File: src/rtl/qr_cordic_pkg.sv
// Shared types and fixed-point helpers for the 4x4 CORDIC QR scheduler.
// Feature macro used by the top: QR_Q_GEN_EN (Q-side identity injection).
package qr_cordic_pkg;

  localparam int unsigned QR_IN_W      = 8;
  localparam int unsigned QR_FRAC_BITS = 10;
  localparam int unsigned QR_DATA_W    = QR_IN_W + 2 + QR_FRAC_BITS;
  localparam int unsigned QR_ONE       = 1 << QR_FRAC_BITS;

  typedef enum logic [3:0] {
    ST_IDLE   = 4'b0001,
    ST_LOAD   = 4'b0010,
    ST_CAL    = 4'b0100,
    ST_OUTPUT = 4'b1000
  } state_t;

  // {2 sign copies, sample, FRAC_BITS zeros}
  function automatic logic [QR_DATA_W-1:0] sign_ext(input logic [QR_IN_W-1:0] x);
    return {{2{x[QR_IN_W-1]}}, x, {QR_FRAC_BITS{1'b0}}};
  endfunction

  function automatic bit params_ok(input int unsigned n, iw, fb, dw, qw,
                                   iter, qskew, cal);
    return (dw == iw + 2 + fb) && (qw >= fb + 2) &&
           (cal >= (n - 1) * iter + qskew + n);
  endfunction

endpackage

File: src/rtl/qr_cordic_sched_input_buf.sv
// NxN sample buffer: column-major write by sample index, one row-select read
// port per column.
module qr_input_buf import qr_cordic_pkg::*; #(
  parameter int unsigned N          = 4,
  parameter int unsigned DATA_WIDTH = QR_DATA_W,
  localparam int unsigned IW = $clog2(N * N),
  localparam int unsigned RW = $clog2(N)
) (
  input  logic                    clk,
  input  logic                    rst,
  input  logic                    wr_en,
  input  logic [IW-1:0]           wr_idx,
  input  logic [DATA_WIDTH-1:0]   wr_data,
  input  logic [N*RW-1:0]         rd_row,
  output logic [N*DATA_WIDTH-1:0] rd_data
);

  logic [DATA_WIDTH-1:0] mem [N][N];
  logic [RW-1:0]         wr_row;
  logic [RW-1:0]         wr_col;

  always_comb begin
    wr_row = RW'(32'(wr_idx) % N);
    wr_col = RW'(32'(wr_idx) / N);
  end

  always_ff @(posedge clk or posedge rst) begin
    if (rst) begin
      mem <= '{default: '0};
    end else if (wr_en) begin
      mem[wr_row][wr_col] <= wr_data;
    end
  end

  for (genvar j = 0; j < N; j++) begin : g_rd
    assign rd_data[j*DATA_WIDTH +: DATA_WIDTH] = mem[rd_row[j*RW +: RW]][j];
  end

endmodule

File: src/rtl/qr_cordic_sched.sv
// Load/CAL/readout sequencer for the 4x4 CORDIC QR systolic array.
// Optional macro QR_Q_GEN_EN enables the Q-side identity injection schedule.
module qr_cordic_sched import qr_cordic_pkg::*; #(
  parameter int unsigned N                = 4,
  parameter int unsigned INPUT_DATA_WIDTH = QR_IN_W,
  parameter int unsigned FRAC_BITS        = QR_FRAC_BITS,
  parameter int unsigned DATA_WIDTH       = QR_DATA_W,
  parameter int unsigned Q_DATA_WIDTH     = 12,
  parameter int unsigned ITER_NUM         = 4,
  parameter int unsigned Q_SKEW           = 5,
  parameter int unsigned CAL_CYCLES       = 29,
  localparam int unsigned RW = $clog2(N)
) (
  input  logic                      clk,
  input  logic                      rst,
  input  logic                      in_valid,
  input  logic [INPUT_DATA_WIDTH-1:0] in,
  output logic                      in_ready,
  output logic [N-1:0]              arr_valid,
  output logic [N*DATA_WIDTH-1:0]   arr_aij,
  output logic [N-1:0]              q_valid,
  output logic [N*Q_DATA_WIDTH-1:0] q_aij,
  output logic                      res_rd_en,
  output logic [RW-1:0]             res_row,
  output logic [RW-1:0]             res_col,
  output logic                      busy,
  output logic                      done
);

  localparam int unsigned IW    = $clog2(N * N);
  localparam int unsigned CNT_W = $clog2((CAL_CYCLES > N * N) ? CAL_CYCLES : N * N) + 1;

  if (!params_ok(N, INPUT_DATA_WIDTH, FRAC_BITS, DATA_WIDTH, Q_DATA_WIDTH,
                 ITER_NUM, Q_SKEW, CAL_CYCLES) ||
      INPUT_DATA_WIDTH != QR_IN_W || FRAC_BITS != QR_FRAC_BITS) begin : g_bad_params
    $error("qr_cordic_sched: illegal parameter combination");
  end

  state_t               state, state_n;
  logic [CNT_W-1:0]     cnt, cnt_n;
  logic                 accept;
  logic [N-1:0]         arr_hit_n;
  logic [N*RW-1:0]      rd_row;
  logic [N*DATA_WIDTH-1:0] rd_data;
  logic [N*DATA_WIDTH-1:0] arr_aij_n;

  assign accept = in_valid && in_ready;

  qr_input_buf #(
    .N          (N),
    .DATA_WIDTH (DATA_WIDTH)
  ) u_buf (
    .clk     (clk),
    .rst     (rst),
    .wr_en   (accept),
    .wr_idx  (IW'(cnt)),
    .wr_data (sign_ext(in)),
    .rd_row  (rd_row),
    .rd_data (rd_data)
  );

  always_comb begin
    state_n = state;
    cnt_n   = cnt;
    unique case (state)
      ST_IDLE: begin
        state_n = ST_LOAD;
        cnt_n   = '0;
      end
      ST_LOAD: begin
        if (accept) begin
          if (cnt == CNT_W'(N * N - 1)) begin
            state_n = ST_CAL;
            cnt_n   = '0;
          end else begin
            cnt_n = cnt + 1'b1;
          end
        end
      end
      ST_CAL: begin
        if (cnt == CNT_W'(CAL_CYCLES - 1)) begin
          state_n = ST_OUTPUT;
          cnt_n   = '0;
        end else begin
          cnt_n = cnt + 1'b1;
        end
      end
      ST_OUTPUT: begin
        if (cnt == CNT_W'(N * N - 1)) begin
          state_n = ST_IDLE;
          cnt_n   = '0;
        end else begin
          cnt_n = cnt + 1'b1;
        end
      end
      default: begin
        state_n = ST_IDLE;
        cnt_n   = '0;
      end
    endcase
  end

  // Outputs are registered, so the schedule is decoded from next-cycle state/count.
  always_comb begin
    arr_hit_n = '0;
    rd_row    = '0;
    for (int unsigned j = 0; j < N; j++) begin
      for (int unsigned i = 0; i < N; i++) begin
        if (state_n == ST_CAL && cnt_n == CNT_W'(i * ITER_NUM + j)) begin
          arr_hit_n[j]        = 1'b1;
          rd_row[j*RW +: RW] = RW'(i);
        end
      end
    end
  end

  always_comb begin
    arr_aij_n = '0;
    for (int unsigned j = 0; j < N; j++) begin
      if (arr_hit_n[j]) arr_aij_n[j*DATA_WIDTH +: DATA_WIDTH] = rd_data[j*DATA_WIDTH +: DATA_WIDTH];
    end
  end

  always_ff @(posedge clk or posedge rst) begin
    if (rst) begin
      state     <= ST_IDLE;
      cnt       <= '0;
      in_ready  <= 1'b0;
      busy      <= 1'b0;
      arr_valid <= '0;
      arr_aij   <= '0;
      res_rd_en <= 1'b0;
      res_row   <= '0;
      res_col   <= '0;
      done      <= 1'b0;
    end else begin
      state     <= state_n;
      cnt       <= cnt_n;
      in_ready  <= (state_n == ST_LOAD);
      busy      <= (state_n == ST_LOAD && cnt_n != '0) ||
                   state_n == ST_CAL || state_n == ST_OUTPUT;
      arr_valid <= arr_hit_n;
      arr_aij   <= arr_aij_n;
      res_rd_en <= (state_n == ST_OUTPUT);
      res_row   <= (state_n == ST_OUTPUT) ? RW'(32'(cnt_n) / N) : '0;
      res_col   <= (state_n == ST_OUTPUT) ? RW'(32'(cnt_n) % N) : '0;
      done      <= (state_n == ST_OUTPUT) && (cnt_n == CNT_W'(N * N - 1));
    end
  end

`ifdef QR_Q_GEN_EN
  logic [N-1:0]              q_valid_n;
  logic [N*Q_DATA_WIDTH-1:0] q_aij_n;

  always_comb begin
    q_valid_n = '0;
    q_aij_n   = '0;
    for (int unsigned k = 0; k < N; k++) begin
      for (int unsigned i = 0; i < N; i++) begin
        if (state_n == ST_CAL && cnt_n == CNT_W'(i * ITER_NUM + Q_SKEW + k)) begin
          q_valid_n[k] = 1'b1;
          if (i == k) q_aij_n[k*Q_DATA_WIDTH +: Q_DATA_WIDTH] = Q_DATA_WIDTH'(QR_ONE);
        end
      end
    end
  end

  always_ff @(posedge clk or posedge rst) begin
    if (rst) begin
      q_valid <= '0;
      q_aij   <= '0;
    end else begin
      q_valid <= q_valid_n;
      q_aij   <= q_aij_n;
    end
  end
`else
  assign q_valid = '0;
  assign q_aij   = '0;
`endif

endmodule

File: config.mk
export PLATFORM = sky130hd
export DESIGN_NAME = qr_cordic_sched
export DESIGN_NICKNAME = d
export VERILOG_FILES = /design/src/rtl/qr_cordic_pkg.sv /design/src/rtl/qr_cordic_sched_input_buf.sv /design/src/rtl/qr_cordic_sched.sv
export SDC_FILE = /design/constraint.sdc
export NUM_CORES = 1
export LEC_CHECK = 0
export CELL_PAD_IN_SITES_DETAIL_PLACEMENT = 0
export CELL_PAD_IN_SITES_GLOBAL_PLACEMENT = 1
export CORE_MARGIN = 3
export CORE_UTILIZATION = 53
export CTS_BUF_LIST = sky130_fd_sc_hd__clkbuf_4 sky130_fd_sc_hd__clkbuf_8
export DETAILED_ROUTE_END_ITERATION = 10
export DONT_BUFFER_PORTS = 1
export PLACE_DENSITY = 0.9
export SLEW_MARGIN = 20
export SYNTH_ARGS = -nofsm -noshare
export SYNTH_HDL_FRONTEND = slang
export SYNTH_SLANG_ARGS = --single-unit
File: constraint.sdc
create_clock -name clk -period 15.66 [get_ports clk]
set_input_delay 4.698 -clock clk [delete_from_list [all_inputs] [get_ports clk]]
set_output_delay 4.698 -clock clk [all_outputs]
set_load 0.02 [all_outputs]
[Word level (Yosys, flattened, before mapping)]
Index checks and enable logic that the tools add are counted.
Word-level totals
  register bits: 422
  input bits: 11
  output and inout bits: 144
Operators by class
  order comparisons: 8
  add/sub/neg operators: 1
  bitwise gates (word level): 6
  reductions and logical operators: 25
  mux-type cells: 60
  equal/unequal tests: 24
Operators with widths (count)
  $bmux W80 S2: 4
  $bwmux W320: 1
  $mux W80: 3
  $demux W80 S2: 1
  $mux W20: 7
  $mux W60: 2
  $mux W40: 2
  $eq A6 B4 Y1 const B: 9
  $demux W20 S2: 1
  $eq A6 B3 Y1 const B: 4
  $logic_and A1 B1 Y1: 21
  $mux W1: 20
  $mux W2: 10
  $ge A3 B3 Y1 const B: 6
  $mux W6: 3
  $not A2 Y3: 6
  $pmux W6 S3: 1
  $mux W4: 4
  $pmux W4 S4: 1
  $eq A6 B2 Y1 const B: 2
  $eq A4 B2 Y1 const B: 2
  $eq A4 B3 Y1 const B: 2
  $eq A4 B4 Y1 const B: 2
  $add A6 B1 Y6 const B: 1
  7 further kinds: 9

[Depth between registers and ports, before layout]
Gate-level depths: netlist of run 1.
  word-level depth: 14
  gate-level depth with buffers: 11

[Modules after synthesis]
A second synthesis of run 1 with hierarchy kept.
Second synthesis, totals
  cell total of the unflattened synthesis: 1275
  area total of the unflattened synthesis: 18680.4 um^2
By module, submodules not included
  qr_input_buf: instances 1, area each 13895.8 um^2, seq. area each 8007.7 um^2, cells an instance 813
  qr_cordic_sched: instances 1, area each 4784.6 um^2, seq. area each 2553.7 um^2, cells an instance 462

[Worst setup path after synthesis of run 1]
OpenSTA, ideal clock, no wires.
  path type: input to register
  start point: input port in_valid
  end point: register arr_aij[70]
  arrival time: 6243 ps
  required time: 15538 ps
  setup time: 122 ps
  stages: 7
  slack: 9296 ps
  buffers on the path: 1
  cell sequence: nand4b_1 > a221o_2 > a2111oi_4 > nor4_4 > and4_1 > buf_2 > o2111a_1
Between the ends
  elaborated cells on any way between the ends: 26
  classes of those cells: eq/ne (5); mux (15); bitwise (1); reduce/logical (5)
RTL lines
  from (decl): line qr_cordic_sched.sv:16  | input logic in_valid,
  $logic_and A1 B1 Y1 *: line qr_cordic_sched.sv:47  | assign accept = in_valid && in_ready;
  $mux W6 / $mux W4 (equally long branches): line qr_cordic_sched.sv:71  | if (accept) begin
  $pmux W6 S3 / $pmux W4 S4 (equally long branches): line qr_cordic_sched.sv:65  | unique case (state)
  $eq A6 B2 Y1 / $eq A4 B3 Y1 (equally long branches): line qr_cordic_sched.sv:109  | if (state_n == ST_CAL && cnt_n == CNT_W'(i * ITER_NUM + j)) begin
  $logic_and A1 B1 Y1: line qr_cordic_sched.sv:109
  $mux W1 (3 in a row): line qr_cordic_sched.sv:109
  $mux W1 *: line qr_cordic_sched.sv:109
  named net arr_hit_n[3]: line qr_cordic_sched.sv:42  | logic [N-1:0] arr_hit_n;
  $mux W20 *: line qr_cordic_sched.sv:120  | if (arr_hit_n[j]) arr_aij_n[j*DATA_WIDTH +: DATA_WIDTH] = rd_data[j*DATA_WIDTH +: DATA_WIDTH];
  named net arr_aij_n[70]: line qr_cordic_sched.sv:45  | logic [N*DATA_WIDTH-1:0] arr_aij_n;
  to (signal assigned): line qr_cordic_sched.sv:143  | arr_aij <= arr_aij_n;
  to (decl): line qr_cordic_sched.sv:20  | output logic [N*DATA_WIDTH-1:0] arr_aij,
The timed path passes the listed nets; every way through them passes the cells marked *. The select of a mux whose other input is x is not followed.
A chain may end at the register's enable or synchronous reset.

[Final worst setup path of run 1]
  start point: input port in_valid
  end point: register arr_aij[35]
Between the ends
  word-level cells in the longest chain between the ends: 13
  elaborated cells on any way between the ends: 26
  classes of those cells: eq/ne (5); mux (15); bitwise (1); reduce/logical (5)
Ends and longest elaborated chain
  $logic_and A1 B1 Y1 *: line qr_cordic_sched.sv:47
  $mux W6 / $mux W4 (equally long branches): line qr_cordic_sched.sv:71
  $pmux W6 S3 / $pmux W4 S4 (equally long branches): line qr_cordic_sched.sv:65
  $eq A6 B3 Y1 / $eq A4 B3 Y1 (equally long branches): line qr_cordic_sched.sv:109
  $logic_and A1 B1 Y1: line qr_cordic_sched.sv:109
  $mux W1: line qr_cordic_sched.sv:109
  $mux W2 (2 in a row): line qr_cordic_sched.sv:109
  $not A2 Y3 (implied by the code): line qr_cordic_sched_input_buf.sv:36  | assign rd_data[j*DATA_WIDTH +: DATA_WIDTH] = mem[rd_row[j*RW +: RW]][j];
  $bmux W80 S2: line qr_cordic_sched_input_buf.sv:36
  $mux W60 (implied by the code) (2 in a row): line qr_cordic_sched_input_buf.sv:36
  $mux W20 *: line qr_cordic_sched.sv:120
  named net arr_aij_n[35]: line qr_cordic_sched.sv:45
Marked as above.

==> metrics.cfg, run 1 <==
[clock_tree]
clk_pin_slew_worst_paths_ns=0.09
postCtsHoldBufs=0
clkSinkCount=182
cts_setup_buffers=0
htreeDepth=4
cts_root_buffer=clkbuf_8
cts_made_buffers=17
cts_resized=0
clk_path_buf_depth=2
cts_tree=done
clk_latency_ns=0.47

[detailed_routing]
via_per_inst=5.73
dr_total_vias=5262
first_iter_violations=411
wl_um=18100
wl_per_cell_um=19.7
ant_nets=0
drc=0
drtPass1Iterations=4

[critical_path]
crit_cells=7
end_kind=flip-flop
cp.required_ns=15.97
crit_chain=nand4b_1, a221o_2, nand3b_1, nand2_4, clkinv_2, mux2i_1, a211oi_1
critPathArrivalTime_ns=7.53
slowest_stage=nand3b_1
worst-path-buf-inv=1
cp_top_family=simple AND/OR/NAND/NOR gates
critPathMaxStageDelay_ns=0.70
critPathMaxFanout=34
critPathKind=in2reg
reg2regPathDepth=9
startpoint_type=input port

[synthesis]
synth-edff-count=0
ys_seq_elements=182
synthFlopType=dfrtp_1
synth_area_leaders=dfrtp_1 51%, mux2_2 16%, buf_4 8.9%
netlist_area_um2=8830
ys_types=61
yosysWarnings=0
synth_common_cells=181 x dfrtp_1, 128 x mux2_2, 105 x buf_4, 42 x nand3_1
syn_avg_cell_area_um2=12.3
synth_top_area_cell=dfrtp_1
synth_seq_area_share_pct=51.6
yosysMostFrequentCell=dfrtp_1
netlist_instances=715
synth.top_cell.area_share_pct=51.3
async_flop_share_pct=100

[final_layout]
multi_input_area_um2=3620
nets=704
n_antenna_cell=0
fin_cells=918
layout-drive-gt1-share_pct=25.9
fillers=1311
finish.instance_area_um2=8940
ff_latch_area_um2=4560
syn_to_final_growth_pct=1.33

[power_and_ir_drop]
pwr-share-comb_pct=18.2
leakage_nw=4.30
power_per_cell_area_nw_per_um2=130
power.share.clock_pct=28.2
seq_power_share_pct=53.6
switching_power_w=0.000344
internal_power_w=0.000819
power.total_w=0.00116
switching_share_pct=29.6
ir_drop_mv=0.0623

[sta]
min_period_ns=7.22
maxSlewViolCount=0
finalSetupTns_ns=0
worst_pin_slew_ns=0.985
finalCritPeriodShare_pct=46.1
setup_viol=0
relSlewSlack_pct=34.1
max_freq_ghz=0.138
skew_ns=0.0153
hold_viol=0
rsz0062_at_grt=false

[flow_run]
maxCapViolCount=0

[floorplanning]
coreArea_um2=16100
initial_utilization_pct=54.8
fp.dieW_um=135
ios=155
die_h_um=135
die-area_um2=18200
num_rows=46

[placement]
place.gp.congestion=0.889
place_area_um2=8520
dp_cells=885
dp_hpwl_um=12100
place.port_buffers=0

[global_routing]
grt_max_degree=98
grt_antenna_before_repair=0
grt_pass1_wl_um=28600
grt_pass1_vias=5317
grt_usage_pct=20.1
overflow=0

[outcome]
status=finished, final reports clean

[worst_hold_path]
hp-class=reg2reg
hold_path_depth=1

## registers in the layout, indices dropped and copies added (netlist names)
signal / count
arr_aij: 32
arr_valid: 4
busy: 1
cnt: 6
done: 1
in_ready: 1
res_col: 2
res_rd_en: 1
res_row: 2
state: 4
u_buf.mem: 128
## per-stage QoR
| stage | util, % | setup slack [ns] | hold slack, ns |
|---|---|---|---|
| after global routing | 55.5 | 8.28 | 0.518 |
| after CTS | 55.4 | 8.53 | 0.511 |
| final | 55.5 | 8.44 | 0.509 |
| after floorplan | - | 6.02 | 0.472 |
| after detailed placement | 52.8 | 8.02 | 0.489 |
| after global placement | 52.8 | 8.16 | 0.482 |
## area by class of cell
class                   count  area share (%)
repair buffers              3           0.336
flip-flops and latches    182            50.9
clock buffers              20            3.01
well taps                 216            3.02
inverters                  12           0.574
multi-input cells         473            40.5
clock inverters            12            1.61
## power groups by stage
stage	logic (W)	clock network, W	registers (W)
finish	0.000211	0.000328	0.000624
global route	0.000233	0.000353	0.000634
CTS	0.000213	0.000333	0.000623
detailed placement	0.000212	0	0.000633
global placement	0.000205	0	0.000624
floorplan	0.000207	0	0.000609
## worst paths after layout
path,from,end,slack (ns)
max in group asynchronous,rst,u_buf.mem[90]$_DFFE_PP0P_,10.14
hold / removal,u_buf.mem[56]$_DFFE_PP0P_,u_buf.mem[56]$_DFFE_PP0P_,0.51
setup reg to reg,cnt[0]$_DFF_PP0_,arr_aij[35]$_DFF_PP0_,11.48
min in group asynchronous,rst,res_col[1]$_DFF_PP0_,4.24
setup / recovery,in_valid,arr_aij[35]$_DFF_PP0_,8.44
hold reg to reg,u_buf.mem[56]$_DFFE_PP0P_,u_buf.mem[56]$_DFFE_PP0P_,0.51
## cells by family (layout without fill, tap and decap cells)
| family | Yosys count | in the layout | share of synthesized area (%) |
|---|---|---|---|
| adder cells (fa/ha/maj) | 4 | 4 | 0.567 |
| AND/OR/NAND/NOR | 137 | 137 | 9.10 |
| flip-flops | 182 | 182 | 51.6 |
| XOR/XNOR | 3 | 3 | 0.298 |
| buffers and inverters | 151 | 47 | 11.3 |
| other | 1 | 92 | 0.0425 |
| multiplexers | 152 | 152 | 19.1 |
| AO/OA/AOI/OAI | 85 | 85 | 8.00 |
## layer usage
metal / vias up / wire, um / global-route usage (%)
met5: - / 0 / 0
met4: 0 / 244 / 6.22
met3: 20 / 1020 / 4.62
met2: 174 / 9220 / 34.2
met1: 2755 / 7580 / 25.8
li1: 2313 / - / -
## worst reg2reg max path, delay by kind of cell, from the launching register on
kind	cells	cell delay, ns
xor+xnor	1	0.43
compound gates	3	1.50
flops	1	0.50
fa+ha+maj	1	0.37
mux	1	0.26
simple gates	1	0.15
buf+inv	2	0.82
## placed cells by master (no fill, tap or decap), types with 2 or more instances in the layout
master,n
a211oi_1,18
and2_1,5
and3_1,11
and3b_1,2
and4_1,2
buf_6,2
bufinv_16,2
clkbuf_8,19
clkinv_2,2
clkinv_4,4
clkinvlp_4,2
conb_1,92
dfrtp_1,181
ha_1,4
inv_1,10
inv_6,3
mux2_2,128
mux2i_1,24
nand2_1,11
nand2b_1,6
nand3_1,42
nand4_1,2
nand4b_1,3
nor2_1,23
nor3_1,3
o2111a_1,16
o211ai_1,2
o21a_1,2
o21ai_0,20
o22ai_1,8
or3_1,17
xor2_1,2
Note: power is estimated with default switching activity, not from simulation.
==> run 2, diff against run 1 <==
clock period = 7.4 ns   (was 15.66 ns; I/O delays follow)
==> run 2 against run 1 <==
  * Cell count stayed put
  * Worst setup slack worse by 5.8 ns
  * Highest routed layer unchanged
  * Die area stayed put
  * Design area hardly changed
==> metrics.cfg, run 2 (synthesized netlist as in run 1, its figures left out) <==
[outcome]
status=finished, final reports clean

[placement]
dp_hpwl_um=12200  ; +0.23%
dp_cells=886  ; +0.11%
place.port_buffers=0  ; unchanged
place_area_um2=8520  ; about the same
place.gp.congestion=0.894  ; +0.55%

[critical_path]
critPathKind=in2reg
critPathMaxStageDelay_ns=0.69  ; about the same
startpoint_type=input port
end_kind=flip-flop
slowest_stage=nand3b_1
critPathMaxFanout=34  ; unchanged
crit_chain=nand4b_1, a221o_2, nand3b_1, nand2_4, clkinv_2, nand4_4, o2111a_1
critPathArrivalTime_ns=5.09  ; -2.44 ns
cp.required_ns=7.75  ; -8.22 ns

[final_layout]
final_common_cell=dfrtp_1
syn_to_final_growth_pct=1.36  ; about the same
top_register=u_buf.mem
reg_top3=u_buf.mem x128, arr_aij x32, cnt x6
n_antenna_cell=0  ; unchanged
final_cell_mix=181 x dfrtp_1, 128 x mux2_2, 92 x conb_1, 42 x nand3_1, 24 x mux2i_1
finish.instance_area_um2=8950  ; about the same
layout-drive-gt1-share_pct=25.9  ; unchanged
nets=704  ; unchanged
fin_cells=918  ; unchanged
largest_reg_flops=128  ; unchanged

[global_routing]
grt_usage_pct=20.3  ; +0.20 points
grt_max_degree=87  ; -11%
grt_pass1_vias=5171  ; -2.7%
grt_antenna_before_repair=0  ; unchanged
overflow=0  ; unchanged
grt_pass1_wl_um=28600  ; about the same

[floorplanning]
fp.dieW_um=135  ; unchanged
initial_utilization_pct=54.8  ; unchanged
num_rows=46  ; unchanged
ios=155  ; unchanged
die_h_um=135  ; unchanged
coreArea_um2=16100  ; unchanged
die-area_um2=18200  ; unchanged

[detailed_routing]
wl_per_cell_um=19.6  ; -0.43%
via_per_inst=5.68  ; -0.91%
dr_total_vias=5214  ; -0.91%
drc=0  ; unchanged
first_iter_violations=409  ; -0.49%
drtPass1Iterations=5  ; +1
ant_nets=0  ; unchanged
wl_um=18000  ; -0.43%

[clock_tree]
htreeDepth=4  ; unchanged
cts_resized=0  ; unchanged
cts_root_buffer=clkbuf_8
cts_made_buffers=17  ; unchanged
cts_tree=done
clk_latency_ns=0.47  ; about the same
cts_setup_buffers=0  ; unchanged
clkSinkCount=182  ; unchanged
postCtsHoldBufs=0  ; unchanged
clk_path_buf_depth=2  ; unchanged
clk_pin_slew_worst_paths_ns=0.09  ; about the same

[flow_run]
maxCapViolCount=0  ; unchanged

[power_and_ir_drop]
ir_drop_mv=0.123  ; +97%
switching_power_w=0.000698  ; +100%
leakage_nw=4.31  ; +0.22%
power.total_w=0.00247  ; +110%
switching_share_pct=28.3  ; -1.3 points
power.share.clock_pct=28.3  ; about the same
seq_power_share_pct=53.4  ; -0.2 points
internal_power_w=0.00177  ; +120%
pwr-share-comb_pct=18.2  ; about the same
power_per_cell_area_nw_per_um2=276  ; +110%

[sta]
relSlewSlack_pct=26.1  ; -8.0 points
worst_pin_slew_ns=1.11  ; +0.123 ns
finalSetupTns_ns=0  ; unchanged
setup_viol=0  ; unchanged
hold_viol=0  ; unchanged
maxSlewViolCount=0  ; unchanged
min_period_ns=4.74
finalCritPeriodShare_pct=64.1
skew_ns=0.0163  ; +0.00101 ns
rsz0062_at_grt=false
max_freq_ghz=0.211

[worst_hold_path]
hp-class=reg2reg

-- run 2: cell count changes in the layout (fill, tap and decap cells not counted), moves of 2 or more --
cell,delta
clkbuf_4,+4
inv_6,-2
clkinv_2,+2
clkinv_4,-2
-- run 2: final cells by class --
cell class	count	area, um2
multi-input combinational	473	3620
fill	1331	7170
sequential	182	4560
timing repair buffer	3	30.0
tap	216	270
clock inverter	9	130
clock buffer	23	285
inverter	12	51.3
-- run 2: power groups by stage --
stage / logic, W / clock network, W / registers, W
final: 0.000450 / 0.000699 / 0.00132
after global placement: 0.000434 / 0 / 0.00132
after detailed placement: 0.000451 / 0 / 0.00134
after global routing: 0.000495 / 0.000756 / 0.00134
after CTS: 0.000452 / 0.000715 / 0.00132
after floorplan: 0.000438 / 0 / 0.00129
-- run 2: layer usage --
layer  GRT usage (%)  routed length (um)  vias to the layer above
met2            33.2                9000                      170
met1            27.2                7750                     2706
met3            4.40                 936                       27
li1                -                   -                     2311
met5               0                   0                        -
met4            6.77                 306                        0
-- run 2: path summary, 6_finish.rpt --
path	from	endpoint	slack (ns)	cells past startpoint
max	in_valid	arr_aij[76]$_DFF_PP0_	2.66	7
min	u_buf.mem[112]$_DFFE_PP0P_	u_buf.mem[112]$_DFFE_PP0P_	0.50	1
max reg2reg	cnt[0]$_DFF_PP0_	arr_aij[35]$_DFF_PP0_	3.07	8
min reg2reg	u_buf.mem[112]$_DFFE_PP0P_	u_buf.mem[112]$_DFFE_PP0P_	0.50	1
max in group asynchronous	rst	u_buf.mem[192]$_DFFE_PP0P_	4.91	2
min in group asynchronous	rst	res_row[1]$_DFF_PP0_	1.52	1
-- run 2: worst max-delay path, delay by kind of cell --
kind                   cells  cell delay, ns
buffers and inverters      1            0.55
AOI/OAI and AO/OA          2            0.83
and+or+nand+nor            4            1.48
-- run 2: metrics by stage --
| stage | setup slack, ns | util, % | hold slack, ns |
|---|---|---|---|
| floorplan | 0.238 | - | 0.472 |
| global placement | 2.36 | 52.9 | 0.482 |
| finish | 2.66 | 55.5 | 0.504 |
| global route | 2.48 | 55.5 | 0.522 |
| detailed placement | 2.29 | 52.9 | 0.489 |
| CTS | 2.75 | 55.5 | 0.510 |
